[config.mk]
export PLATFORM = sky130hd
export DESIGN_NAME = rr_arbiter_8
export DESIGN_NICKNAME = d
export VERILOG_FILES = /design/src/rtl/rr_arbiter_8.sv
export SDC_FILE = /design/constraint.sdc
export NUM_CORES = 1
export LEC_CHECK = 0
export CAP_MARGIN = 20
export CELL_PAD_IN_SITES_DETAIL_PLACEMENT = 1
export CELL_PAD_IN_SITES_GLOBAL_PLACEMENT = 1
export CORE_UTILIZATION = 35
export CTS_BUF_LIST = sky130_fd_sc_hd__clkbuf_8
export DETAILED_ROUTE_END_ITERATION = 7
export GPL_ROUTABILITY_DRIVEN = 0
export PLACE_DENSITY = 0.72
export RECOVER_POWER = 50
export SKIP_LAST_GASP = 1
export SYNTH_ARGS = -nofsm -noshare
export SYNTH_HDL_FRONTEND = slang
export SYNTH_SLANG_ARGS = --single-unit
[constraint.sdc]
create_clock -name clk -period 3.7 [get_ports clk]
set_input_delay 0.74 -clock clk [delete_from_list [all_inputs] [get_ports clk]]
set_output_delay 0.74 -clock clk [all_outputs]
set_load 0.05 [all_outputs]
[src/rtl/rr_arbiter_8.sv]
// rr_arbiter_8: 8-way round-robin arbiter with a registered one-hot grant and a bounded hold time.
// The release input is named release_i because release is a reserved SystemVerilog keyword.
module rr_arbiter_8 #(
  parameter int HOLD_MAX = 15
) (
  input  logic       clk,
  input  logic       rst_n,
  input  logic [7:0] req,
  input  logic       release_i,
  output logic [7:0] grant,
  output logic       busy
);
  typedef enum logic {IDLE, GRANT} state_t;
  state_t     state_q, state_d;
  logic [2:0] ptr_q, ptr_d, idx_q, idx_d, win;
  logic [3:0] hold_q, hold_d;
  logic [7:0] grant_q, grant_d;
  logic       busy_q, busy_d, done;
  always_comb begin
    win = ptr_q;
    // Scan from the far end so the first requester after ptr is the last one written.
    for (int k = 7; k >= 0; k--) if (req[ptr_q + 3'(k)]) win = ptr_q + 3'(k);
    done    = release_i || !req[idx_q] || hold_q == 4'(HOLD_MAX);
    state_d = state_q;
    ptr_d   = ptr_q;
    idx_d   = idx_q;
    hold_d  = hold_q;
    grant_d = grant_q;
    if (state_q == IDLE) begin
      if (|req) begin
        state_d = GRANT;
        idx_d   = win;
        grant_d = 8'b1 << win;
        hold_d  = 4'd1;
      end
    end else if (done) begin
      state_d = IDLE;
      grant_d = '0;
      hold_d  = '0;
      ptr_d   = idx_q + 3'd1;
    end else begin
      hold_d  = hold_q + 4'd1;
    end
    busy_d = |grant_d;
  end
  always_ff @(posedge clk or negedge rst_n) begin
    if (!rst_n) begin
      state_q <= IDLE;
      ptr_q   <= '0;
      idx_q   <= '0;
      hold_q  <= '0;
      grant_q <= '0;
      busy_q  <= 1'b0;
    end else begin
      state_q <= state_d;
      ptr_q   <= ptr_d;
      idx_q   <= idx_d;
      hold_q  <= hold_d;
      grant_q <= grant_d;
      busy_q  <= busy_d;
    end
  end
  assign grant = grant_q;
  assign busy  = busy_q;
endmodule
==> metrics, run 1 <==
status=finished clean; Worst EP required=~3.8 ns; period utilisation layout=approximately 90%; initial antenna violation count=0; Area Growth Syn to Fin=18.29%; Worst Setup End Kind=register; # diodes=0; port buffer count=19; # resized after CTS=0; Ports=20; top cell type's share of synthesized area=about a quarter; Setup TNS=0 ns; Max clock buf depth=2; filler cell count in the final layout=642; Clock Sinks=20; slew margin rel.=between 30 and 40%; Period minus WS final=about 3.4 ns; Synth top cells by count=dfrtp_1, nand2_1, mux4_2, mux2i_1, o21ai_0; Leak Pwr=around 0.96 nW; CORE AREA=around 0.0055 sq mm; design area=roughly 0.0024 sq mm; detailed-route via count=about 1,700; die area=between 0.006 and 0.007 sq mm; drt drc=0; row count=27; Area contributors post-synth=dfrtp_1, mux4_2, mux2i_1, mux2_2, mux4_1; post-synth net total=approximately 210; Post-synth EDFFs=0; VDD IR max=492.0 uV; vias in the first global route=about 1,800; crit-path max FO=8; Starting DRT DRC Count=52; Seq/Total Area, Yosys=between 20% and 30%; share of post-route cells with drive strength above 1=between 20% and 30%; number of CTS-inserted buffers=3; die extent in x=~78 microns; placed insts=roughly 290; Slew Limit Fails=0; Worst path slowest cell=clkdlybuf4s50_1; first-pass GRT wire length=~9400 microns; worst min path class=reg2reg; fin cells=291; Hold Fails Final Rpt=0; cell taking the most area after synthesis=dfrtp_1; CTS tree=built; number of max-cap violations=0; clk_lat worst skew=0.25 ns; Synth async-reset ratio=100.0%; CP arrival=roughly 3.6 ns; CTS Hold Buffers Added=0; hold slack=between 0.5 and 0.6 ns; # setup viols final=0; pwr/cell area=about 1000 mW/mm^2; placed wire-length estimate=around 4200 microns; CTS H-tree lvls=1; critical path type=in2reg; Syn Area/Cell=around 10 sq um; Post-Place Setup Slack=approximately 0.036 ns; clock-pin slew on the worst setup and hold paths=about 0.07 ns; grt ovf=0; GRT Overall Usage=roughly a fifth; die height=77.94 microns; worst setup margin=between 0.2 and 0.3 ns; Starting Density=a little over a third; vias per cell=a little under 6; CTS Root Cell=clkbuf_8; RSZ-0062 raised after global routing=no; DP Area=~0.0023 sq mm; final wirelength=about 5600 microns; largest net degree at the start of global routing=24; skew final=roughly 0.0012 ns; post-synthesis cell count=between 150 and 200; Yosys cell types=56; Slew @ Worst Pin=between 0.9 and 1 ns; DR WL/cell=19.16 microns; antenna viol nets, final=0; TritonRoute pass-1 iters=4; Synth Flop Type=dfrtp_1; crit-path cells=clkdlybuf4s50_1, buf_4, mux4_2, a221oi_1, a22oi_1, o21ai_1, nor2_1, a32o_1; Yosys warnings=0; NumNets Final=between 200 and 250; Max Clk Rate=about 0.29 GHz; mapped cell area=slightly above 0.002 sq mm; Yosys reg bits=20; delay of the slowest cell on the worst path=0.59 ns; Worst setup SP type=primary input; post-CTS setup buffer count=0
cell usage in the layout, fill, tap and decap left out, types with 4 or more instances in the layout:
cell,Yosys,layout
nor4_1,4,4
mux2_2,10,10
clkbuf_8,0,4
o21ai_0,11,11
nor2_1,9,9
mux2i_1,12,12
mux4_2,15,15
dlygate4sd3_1,0,5
buf_4,1,16
ha_1,4,4
a21oi_1,7,7
clkdlybuf4s50_1,0,14
dfrtp_1,20,20
inv_1,7,7
nand2_1,20,20
stage by stage:
stage                     power [mW]  utilization [%]
after floorplan                1.886                -
after global placement         2.258            42.10
after detailed placement       2.299            42.10
after CTS                      2.471            43.09
after global routing           2.654            43.09
final                          2.463            43.09
layer usage:
layer  track usage [%]  vias to the layer above  wire (microns)
met1             26.64                      855            2610
met4             4.259                        0              51
li1                  -                      807               -
met3            0.9412                        4              88
met2             35.13                       24            2825
met5                 0                        -               0
cell families (layout without fill, tap and decap cells):
logic type	count (synthesis)	in the layout	share of synthesized area [%]
buffers and inverters	26	49	6.137
xor gates and xnor gates	5	5	2.170
DFF	20	20	24.80
muxes	43	43	34.04
and+or+nand+nor	46	46	10.54
AOI/OAI and AO/OA	52	52	19.84
adders and majority gates	4	4	2.480
final timing paths:
check                      cells past startpoint  slack (ns)  startpoint   endpoint
max                                            8        0.28      req[3]   grant[0]
min                                            2        0.52   hold_q[1]  hold_q[1]
max reg2reg                                    8        0.36    ptr_q[1]   grant[0]
min reg2reg                                    2        0.52   hold_q[1]  hold_q[1]
max in group asynchronous                      1        2.08       rst_n   grant[2]
min in group asynchronous                      1        1.07       rst_n  hold_q[1]
final cells by class:
cell class / instances / area (sq um) / area share (%)
clock buffer: 4 / 55.05 / 2.306
inverter: 10 / 37.54 / 1.572
timing repair buffer: 35 / 310.3 / 13.00
multi-input combinational: 150 / 1394 / 58.39
sequential: 20 / 500.5 / 20.96
tap: 72 / 90.09 / 3.774
power breakdown:
part	switching, mW	internal, mW	leakage [nW]
logic	1.06	0.854	0.678
clock network	0.0665	0.0945	0.0288
registers	0.0908	0.292	0.256
total	1.22	1.24	0.963
state kept, by name, summed over array words and instances, names as in the netlist:
name	flops
idx_q	3
state_q	1
grant	8
busy	1
hold_q	4
ptr_q	3
worst max-delay path, delay by kind of cell:
| kind | cells | cell delay [ns] |
|---|---|---|
| buffers and inverters | 2 | 0.84 |
| and+or+nand+nor | 1 | 0.17 |
| AOI/OAI and AO/OA | 4 | 1.27 |
| muxes | 1 | 0.54 |
Power figures use the tool's default switching activity.
==> run 2, diff against run 1 <==
==> constraint.sdc (replaced) <==
create_clock -name clk -period 3.1 [get_ports clk]
set_input_delay 0.62 -clock clk [delete_from_list [all_inputs] [get_ports clk]]
set_output_delay 0.62 -clock clk [all_outputs]
set_load 0.05 [all_outputs]
==> metrics, run 2 (synthesized netlist as in run 1, its figures left out) <==
status=finished clean; final wirelength=5804 microns (+4.1%); die area=0.006074 sq mm (unchanged); Worst setup SP type=primary input; Slew Limit Fails=0 (unchanged); CORE AREA=0.005540 sq mm (unchanged); design area=0.002575 sq mm (+7.9%); Largest register FFs=8 (unchanged); skew final=0.001856 ns (+0.0006570 ns); DR WL/cell=18.78 microns (-2.0%); Leak Pwr=1.061 nW (+10%); RSZ-0062 raised after global routing=yes; VDD IR max=460.0 uV (-6.5%); Area Growth Syn to Fin=27.59%; Slew @ Worst Pin=0.9090 ns (-0.004863 ns); Register Area=500.5 sq um (unchanged); placed wire-length estimate=4608 microns (+9.5%); Max clock buf depth=2 (unchanged); die extent in x=77.94 microns (unchanged); multi-input logic area=0.001445 sq mm (+3.7%); Period minus WS final=a little over 3 ns; CTS tree=built; Ports=20 (unchanged); vias per cell=5.816 (+0.14%); clock-pin slew on the worst setup and hold paths=0.07 ns (about the same); Starting Density=36.43% (unchanged); hold_sp=hold_q[1]; r2r startpoint=ptr_q[1]; reg2reg setup slack=0.07 ns (-0.29 ns); share of post-route cells with drive strength above 1=33.33% (+9.6 points); largest net degree at the start of global routing=24 (unchanged); commonest cells after routing, fill and taps aside=buf_4, nand2_1, dfrtp_1; vias in the first global route=1,857 (+5.1%); antenna viol nets, final=0 (unchanged); CTS Hold Buffers Added=0 (unchanged); worst min path class=reg2reg; die height=77.94 microns (unchanged); drt drc=0 (unchanged); FF-to-FF path depth=9 (+1); pwr/cell area=1337 mW/mm^2 (+30%); Starting DRT DRC Count=83 (+60%); # setup viols final=0 (unchanged); filler cell count in the final layout=645 (+0.47%); row count=27 (unchanged); critical path type=in2reg; GRT Overall Usage=20.57% (+0.77 points); # diodes=0 (unchanged); Hold Fails Final Rpt=0 (unchanged); number of max-cap violations=0 (unchanged); NumNets Final=254 (+8.1%); number of CTS-inserted buffers=3 (unchanged); Worst EP required=3.25 ns (-0.59 ns); Clock Sinks=20 (unchanged); grt ovf=0 (unchanged); initial antenna violation count=0 (unchanged); period utilisation layout=between 90% and 100%; port buffer count=19 (unchanged); detailed-route via count=1,797 (+6.3%); CP arrival=3.20 ns (-0.36 ns); Tot Pwr=3.442 mW (+40%); clk_lat worst skew=0.26 ns (about the same); CTS H-tree lvls=1 (unchanged); Worst Setup End Kind=register; first-pass GRT wire length=9660 microns (+2.3%); Worst Hold End=hold_q[1]; CTS Root Cell=clkbuf_8; cell count of the worst hold path=2 (unchanged); Max Clk Rate=0.3270 GHz; TritonRoute pass-1 iters=4 (unchanged); slew margin rel.=39.20% (+0.33 points); RR Endpoint=grant[2]; most common cell after layout, fill and taps aside=buf_4; crit-path max FO=6 (-2); DP Area=0.002485 sq mm (+6.5%)
## run 2: cell types whose count changed in the layout (fill, tap and decap cells not counted), moves of 2 or more
| cell | before | now |
|---|---|---|
| dlygate4sd3_1 | 5 | 2 |
| mux2i_1 | 12 | 10 |
| buf_4 | 16 | 34 |
| mux2i_2 | 0 | 2 |
| dlygate4sd2_1 | 0 | 3 |
## run 2: area by class of cell
cell class / count / area share (%)
Tap cell: 72 / 3.499
Clock buffer: 3 / 1.603
Timing Repair Buffer: 54 / 17.69
Multi-Input combinational cell: 150 / 56.12
Inverter: 10 / 1.652
Sequential cell: 20 / 19.44
## run 2: worst max path at each step
stage / startpoint / cells after the start / to
after detailed placement: req[0] / 8 / grant[1]
after global routing: ptr_q[1] / 10 / grant[3]
after global placement: req[0] / 8 / grant[3]
final: req[6] / 8 / grant[2]
after floorplan: ptr_q[1] / 13 / grant[1]
after CTS: req[4] / 8 / grant[1]
## run 2: stage by stage
stage | TNS, ns | hold slack (ns) | util [%] | setup WS, ns | cells
3_5_place_dp | -2.713 | 0.5124 | 44.85 | -0.3674 | 304
4_1_cts | 0 | 0.5288 | 45.78 | 0.003620 | 308
6_report | 0 | 0.5215 | 46.48 | 0.04156 | 309
3_3_place_gp | -2.051 | 0.4998 | 44.85 | -0.2608 | 304
2_1_floorplan | -1.539 | 0.3244 | - | -0.2472 | 196
5_1_grt | -0.08499 | 0.5576 | 46.48 | -0.03001 | 309
## run 2: routing by layer
layer  GRT usage (%)  up-vias  wire length, microns
met5               0        -                     0
met4           3.148        0                    49
met3           3.059        7                   147
met2           32.92       23                  2806
met1           29.87      920                  2801
li1                -      847                     -
## run 2: timing repair
action	CTS	global route
gates cloned	0	0
gates resized for setup	4	9
setup endpoints to repair	4	7
pin swaps	1	3
setup buffers	1	2
## run 2: worst max-delay path, cell delays in order
cell,delay (ns)
clkdlybuf4s50_1,0.50
mux2_1,0.32
mux4_2,0.50
o311a_1,0.37
a211o_1,0.27
a31oi_4,0.28
inv_2,0.08
a32o_1,0.25
## run 2: report_power, final
group	switching, mW	total (mW)	internal [mW]
logic	1.45	2.83	1.39
registers	0.0894	0.439	0.350
clock network	0.0828	0.169	0.0866
